## src/rtl/sys_ctrl.sv

```systemverilog
// sys_ctrl: system control for the MIDI synth top level.
// Provides a stretched synchronous reset (restartable by MIDI reset command),
// push-button debouncing with press pulses, and mode-selectable LED status.
// Optional macro SYS_CTRL_BP_RST_EN: a long press on button 0 requests a reset.
module sys_ctrl #(
  parameter int unsigned NB_BP      = 4,
  parameter int unsigned NB_LED     = 4,
  parameter int unsigned RST_CYCLES = 15,
  parameter int unsigned DEBOUNCE_W = 16,
  parameter int unsigned ACT_W      = 20,
  parameter int unsigned LONG_W     = 26
) (
  input  logic              clk96,
  input  logic              rst_n,
  input  logic [NB_BP-1:0]  bp,
  input  logic              rst_cmd,
  input  logic              note_pressed,
  input  logic              pitch_wheel,
  input  logic [6:0]        note,
  output logic              rst_out,
  output logic [NB_BP-1:0]  bp_level,
  output logic [NB_BP-1:0]  bp_press,
  output logic [NB_LED-1:0] led,
  output logic [1:0]        led_mode
);

  localparam int unsigned RST_W = 16;
  localparam logic [RST_W-1:0]      RST_LAST = RST_W'(RST_CYCLES - 1);
  localparam logic [DEBOUNCE_W-1:0] DB_MAX   = '1;
  localparam logic [DEBOUNCE_W-1:0] DB_LAST  = DB_MAX - DEBOUNCE_W'(1);
  localparam logic [ACT_W-1:0]      ACT_MAX  = '1;

  typedef enum logic {
    HOLD = 1'b0,
    RUN  = 1'b1
  } rst_state_t;

  rst_state_t              state;
  logic [RST_W-1:0]        rst_cnt;
  logic                    rst_req;
  logic                    rst_nxt;

  logic [NB_BP-1:0]        sync1;
  logic [NB_BP-1:0]        sync2;
  logic [DEBOUNCE_W-1:0]   db_cnt [NB_BP];
  logic [NB_BP-1:0]        level_nxt;

  logic [ACT_W-1:0]        act_cnt;
  logic [ACT_W-1:0]        act_nxt;
  logic [NB_LED-1:0]       legacy;
  logic [NB_LED-1:0]       legacy_nxt;
  logic [1:0]              mode_nxt;
  logic [NB_LED-1:0]       led_nxt;

  // Only note[NB_LED+1:2] drives LEDs; fold the whole bus here to mark the rest as intentionally unused
  logic unused_note;
  assign unused_note = ^note;

`ifdef SYS_CTRL_BP_RST_EN
  localparam logic [LONG_W-1:0] LONG_MAX  = '1;
  localparam logic [LONG_W-1:0] LONG_LAST = LONG_MAX - LONG_W'(1);

  logic [LONG_W-1:0] long_cnt;
  logic              long_req;

  // Fires once, on the cycle the hold counter reaches its saturation value
  assign long_req = bp_level[0] && (long_cnt == LONG_LAST);

  // Long-press hold counter on button 0, saturating so one request per hold
  always_ff @(posedge clk96 or negedge rst_n) begin
    if (!rst_n) begin
      long_cnt <= '0;
    end else if (!bp_level[0]) begin
      long_cnt <= '0;
    end else if (long_cnt != LONG_MAX) begin
      long_cnt <= long_cnt + LONG_W'(1);
    end
  end

  assign rst_req = rst_cmd | long_req;
`else
  logic [LONG_W-1:0] unused_long;
  assign unused_long = '0;
  assign rst_req     = rst_cmd;
`endif

  // Next rst_out value; shared so reset-cleared registers line up with rst_out
  assign rst_nxt = rst_req || ((state == HOLD) && (rst_cnt != RST_LAST));

  // Reset stretch FSM: HOLD counts RST_CYCLES cycles, any reset cause restarts it
  always_ff @(posedge clk96 or negedge rst_n) begin
    if (!rst_n) begin
      state   <= HOLD;
      rst_cnt <= '0;
      rst_out <= 1'b1;
    end else begin
      rst_out <= rst_nxt;
      case (state)
        HOLD: begin
          if (rst_req) begin
            rst_cnt <= '0;
          end else if (rst_cnt == RST_LAST) begin
            state <= RUN;
          end else begin
            rst_cnt <= rst_cnt + RST_W'(1);
          end
        end
        RUN: begin
          if (rst_req) begin
            state   <= HOLD;
            rst_cnt <= '0;
          end
        end
        default: begin
          state   <= HOLD;
          rst_cnt <= '0;
        end
      endcase
    end
  end

  // Debounced level flips once the synchronised input has disagreed for 2^DEBOUNCE_W-1 cycles
  always_comb begin
    level_nxt = bp_level;
    for (int i = 0; i < int'(NB_BP); i++) begin
      if ((sync2[i] != bp_level[i]) && (db_cnt[i] == DB_LAST)) begin
        level_nxt[i] = ~bp_level[i];
      end
    end
  end

  // Synchronisers, debounce counters, levels and press pulses
  always_ff @(posedge clk96 or negedge rst_n) begin
    if (!rst_n) begin
      sync1    <= '0;
      sync2    <= '0;
      bp_level <= '0;
      bp_press <= '0;
      for (int i = 0; i < int'(NB_BP); i++) begin
        db_cnt[i] <= '0;
      end
    end else begin
      sync1    <= bp;
      sync2    <= sync1;
      bp_level <= level_nxt;
      bp_press <= level_nxt & ~bp_level & {NB_BP{~rst_nxt}};
      for (int i = 0; i < int'(NB_BP); i++) begin
        if ((sync2[i] == bp_level[i]) || (db_cnt[i] == DB_LAST)) begin
          db_cnt[i] <= '0;
        end else begin
          db_cnt[i] <= db_cnt[i] + DEBOUNCE_W'(1);
        end
      end
    end
  end

  // Next display mode, activity stretch, legacy capture and LED image
  always_comb begin
    mode_nxt   = led_mode;
    act_nxt    = act_cnt;
    legacy_nxt = legacy;
    led_nxt    = '0;

    if (rst_nxt) begin
      mode_nxt = 2'd0;
    end else if (bp_press[NB_BP-1]) begin
      mode_nxt = (led_mode == 2'd2) ? 2'd0 : led_mode + 2'd1;
    end

    if (note_pressed) begin
      act_nxt = ACT_MAX;
    end else if (act_cnt != '0) begin
      act_nxt = act_cnt - ACT_W'(1);
    end

    if (rst_nxt) begin
      legacy_nxt = '0;
    end else if (pitch_wheel && (led_mode == 2'd0)) begin
      legacy_nxt = note[NB_LED+1:2];
    end

    case (mode_nxt)
      2'd0: led_nxt = legacy_nxt;
      2'd1: begin
        led_nxt[0] = (act_nxt != '0);
        for (int i = 1; i < int'(NB_LED); i++) begin
          led_nxt[i] = (i <= int'(NB_BP)) ? level_nxt[(i-1) % int'(NB_BP)] : 1'b0;
        end
      end
      2'd2: led_nxt[0] = rst_nxt;
      default: led_nxt = '0;
    endcase
  end

  // Registered LED outputs and their state
  always_ff @(posedge clk96 or negedge rst_n) begin
    if (!rst_n) begin
      led_mode <= 2'd0;
      act_cnt  <= '0;
      legacy   <= '0;
      led      <= '0;
    end else begin
      led_mode <= mode_nxt;
      act_cnt  <= act_nxt;
      legacy   <= legacy_nxt;
      led      <= led_nxt;
    end
  end

endmodule

```

## config.mk

```make
export PLATFORM = sky130hd
export DESIGN_NAME = sys_ctrl
export DESIGN_NICKNAME = d
export VERILOG_FILES = /design/src/rtl/sys_ctrl.sv
export SDC_FILE = /design/constraint.sdc
export NUM_CORES = 1
export LEC_CHECK = 0
export CAP_MARGIN = 15
export CELL_PAD_IN_SITES_DETAIL_PLACEMENT = 0
export CELL_PAD_IN_SITES_GLOBAL_PLACEMENT = 1
export CORE_ASPECT_RATIO = 0.9
export CORE_MARGIN = 2
export CORE_UTILIZATION = 45
export CTS_CLUSTER_SIZE = 12
export DETAILED_ROUTE_END_ITERATION = 7
export PLACE_DENSITY = 0.86
export SETUP_SLACK_MARGIN = 0.02
export SYNTH_ARGS = -nofsm -noshare
export SYNTH_HDL_FRONTEND = slang
export SYNTH_SLANG_ARGS = --single-unit
export TNS_END_PERCENT = 50
```

## constraint.sdc

```tcl
create_clock -name clk96 -period 3.5 [get_ports clk96]
set_input_delay 0.35 -clock clk96 [delete_from_list [all_inputs] [get_ports clk96]]
set_output_delay 0.35 -clock clk96 [all_outputs]
set_load 0.05 [all_outputs]
```

==> flow_metrics.tcl <==
set metrics [dict create \
    clock_sinks 128 \
    die-width_um 127.1 \
    cts_setup_buffers 0 \
    vdd.ir_drop.worst_uv 330.7 \
    drt_iter0_markers 355 \
    synthesis.yosys.warnings 0 \
    route.final.wire_length_um 12130 \
    synth_seq_cells 128 \
    fillers 1162 \
    crit_path_end_kind "register" \
    first_global_vias 4453 \
    synth-edff-count 0 \
    cts_resized 0 \
    drv_slew 0 \
    crit_family "simple AND/OR/NAND/NOR gates" \
    first_pass_grt_wire_length_um 21000 \
    report.final.hold_viol_count 0 \
    post_synth_inst_count 616 \
    placeableCoreArea_um2 13310 \
    globalRouteOverflowTotal 0 \
    r2r-end "led[0]$_DFF_PN0_" \
    leakagePower_uw 0.003015 \
    cap_violations 0 \
    max-clock-path-buffers 2 \
    postSynthNetCount 644 \
    reg.largest.list "db_cnt x64, act_cnt x20, rst_cnt x16" \
    cts_inserted_buffers 17 \
    layout-drive-gt1-share_pct 7.218 \
    ys_dominant_reg_cell "sky130_fd_sc_hd__dfrtp_1" \
    worst_hold_slack_ns 0.06877 \
    final_core_utilization_pct 54.18 \
    storage_element_area_um2 3204 \
    power_density_nw_per_um2 479.7 \
    cpMaxStageDelayCell "sky130_fd_sc_hd__or4_4" \
    cp_max_fo 8 \
    areaGrowthSynthToFinish_pct 17.53 \
    groute.layer.met3.usage_pct 5.677 \
    ff2ff_setup_slack_ns 0.54 \
    max_slew.worst_pin.slew_ns 0.9182 \
    drc_errors 0 \
    clk_latency_ns 0.41 \
    setup_viol 0 \
    top_level_ports 31 \
    die-area_um2 14590 \
    hold_class "in -> async" \
    initial_standard_cell_utilization_of_the_core_pct 46.10 \
    postRouteAntennaNets 0 \
    share_of_yosys_cell_area_claimed_by_the_top_area_cell_type_pct 51.78 \
    worstPathArrival_ns 3.25 \
    setup_total_negative_slack_ns 0 \
    fin_nets 681 \
    ys_top_cells_by_count "sky130_fd_sc_hd__dfrtp_1 (127), sky130_fd_sc_hd__nor2_1 (111), sky130_fd_sc_hd__xor2_1 (57)" \
    post_drt_via_cell_ratio 5.393 \
    holdBufCountCts 0 \
    worst_r2r_startpoint "act_cnt[8]$_DFF_PN0_" \
    grt_antenna_before_repair 0 \
    worstRegToRegCells 7 \
    max_reg_flops 64 \
    gr-max-usage-layer "met2" \
    cpPeakStageDelay_ns 0.50 \
    register_with_the_highest_flop_count "db_cnt" \
    final_period_minus_worst_setup_slack_ns 2.961 \
    postSynth.asyncResetShare_pct 100.0 \
    detail_route.first_pass.iterations 4 \
    antenna_cells 0 \
    synth.area.top_cells "sky130_fd_sc_hd__dfrtp_1 (52%), sky130_fd_sc_hd__xor2_1 (8.1%), sky130_fd_sc_hd__nor2_1 (6.8%), sky130_fd_sc_hd__xnor2_1 (3.4%), sky130_fd_sc_hd__nand2_1 (2.8%)" \
    htree_depth 4 \
    finalCritPeriodShare_pct 84.61 \
    setup.worst_path.class "reg -> reg" \
    critical_path_required_ns 3.78 \
    crit_buf_inv 0 \
    place.detailed.hpwl_um 8235 \
    grt_start_max_net_pins 75 \
    globalRouteMet2Util_pct 28.60 \
    grt.total_usage_pct 18.06 \
    use_met1_pct 23.88 \
    synth_largest_area_cell "sky130_fd_sc_hd__dfrtp_1" \
    startpoint_type "register" \
    clkSlewWorstSetupHoldPaths_ns 0.06 \
    gp_congestion 0.8340 \
    synth.lib_cells_used.distinct 53 \
    max_slew_margin_pct 38.79 \
    core.rowCount 40 \
    worstPathCellList "or3_1, or4_4, nor3_1, a211oi_1, or4_1, nor4_1, a31oi_1" \
    floorplan.die.height_um 114.8 \
    fmaxAchievable_mhz 337.7 \
    port_bufs 27 \
    tritoncts_clock_tree "done" \
    synth_seq_area_share_pct 52.21 \
    run_status "finished, final reports clean" \
    grt_setup_unrepaired "false" \
    fin_skew_ns 0.007979 \
    area_of_the_multi_input_gates_um2 2786 \
    ctsRootBufferMaster "sky130_fd_sc_hd__clkbuf_16" \
    netlist_area_um2 6137 \
    synth_most_common_cell "sky130_fd_sc_hd__dfrtp_1" \
    route.vias.total 4492 \
    wl_per_cell_um 14.57 \
    synth.avg_cell_area_um2 9.963 \
]
==> logic make-up (layout without fill, tap and decap cells) <==
group | after synthesis | after routing | synth area share, %
compound gates | 51 | 51 | 5.750
xor+xnor | 81 | 81 | 11.56
fa+ha+maj | 12 | 12 | 2.446
buf+inv | 37 | 86 | 2.385
flops | 128 | 128 | 52.21
mux | 7 | 7 | 1.162
simple gates | 300 | 300 | 24.49
==> final cells by class <==
type / count / share of cell area [%]
flip-flops and latches: 128 / 44.42
multi-input cells: 451 / 38.63
clock buffers: 26 / 7.060
repair buffers: 35 / 4.545
well taps: 168 / 2.914
clock inverters: 5 / 1.388
inverters: 20 / 1.041
==> per-layer routing <==
layer  up-vias  share of wire, %
met2        80                47
met1      2198                47
met5         -                 0
li1       2197                 -
met3        17               4.1
met4         0               1.7
==> how the worst max path moves through the flow <==
| stage | startpoint | endpoint | slack (ns) | depth (start not counted) |
|---|---|---|---|---|
| after floorplan | act_cnt[14]$_DFF_PN0_ | led[0]$_DFF_PN0_ | 0.76 | 8 |
| after global placement | act_cnt[8]$_DFF_PN0_ | led[0]$_DFF_PN0_ | 0.61 | 7 |
| after detailed placement | act_cnt[8]$_DFF_PN0_ | led[0]$_DFF_PN0_ | 0.56 | 7 |
| after CTS | act_cnt[8]$_DFF_PN0_ | led[0]$_DFF_PN0_ | 0.55 | 7 |
| after global routing | act_cnt[0]$_DFF_PN0_ | led[0]$_DFF_PN0_ | 0.18 | 9 |
| final | act_cnt[8]$_DFF_PN0_ | led[0]$_DFF_PN0_ | 0.54 | 7 |
==> per-stage QoR <==
| step | instance area, um^2 | power [uW] | std cells | worst slack [ns] |
|---|---|---|---|---|
| floorplan | 6137 | 1608 | 616 | 0.7631 |
| global placement | 6604 | 1667 | 802 | 0.6093 |
| detailed placement | 6604 | 1672 | 802 | 0.5575 |
| CTS | 7213 | 3488 | 833 | 0.5478 |
| global route | 7213 | 3583 | 833 | 0.1827 |
| finish | 7213 | 3460 | 833 | 0.5388 |
==> power by group <==
group | total, uW | switching, uW | internal [uW] | leakage [uW]
Sequential | 1530 | 24.5 | 1500 | 0.00165
Combinational | 116 | 74.7 | 41.1 | 0.00106
Clock | 1820 | 607 | 1210 | 0.000300
Total | 3460 | 706 | 2750 | 0.00301
==> cell usage in the layout (no fill, tap or decap), types with 5 or more instances in the layout <==
| cell | n |
|---|---|
| sky130_fd_sc_hd__dfrtp_1 | 127 |
| sky130_fd_sc_hd__clkbuf_16 | 17 |
| sky130_fd_sc_hd__inv_1 | 20 |
| sky130_fd_sc_hd__nor4_1 | 12 |
| sky130_fd_sc_hd__nor3_1 | 15 |
| sky130_fd_sc_hd__and3_1 | 12 |
| sky130_fd_sc_hd__clkdlybuf4s50_1 | 26 |
| sky130_fd_sc_hd__nand4_1 | 23 |
| sky130_fd_sc_hd__xnor2_1 | 24 |
| sky130_fd_sc_hd__and4_1 | 6 |
| sky130_fd_sc_hd__and2_1 | 5 |
| sky130_fd_sc_hd__ha_1 | 12 |
| sky130_fd_sc_hd__clkbuf_8 | 5 |
| sky130_fd_sc_hd__or3_1 | 7 |
| sky130_fd_sc_hd__mux2i_1 | 6 |
| sky130_fd_sc_hd__a21oi_1 | 11 |
| sky130_fd_sc_hd__nand3_1 | 31 |
| sky130_fd_sc_hd__buf_4 | 9 |
| sky130_fd_sc_hd__nand2b_1 | 7 |
| sky130_fd_sc_hd__nand2_1 | 46 |
| sky130_fd_sc_hd__nor2_1 | 111 |
| sky130_fd_sc_hd__o21ai_0 | 14 |
| sky130_fd_sc_hd__xor2_1 | 57 |
Power figures use the tool's default switching activity.
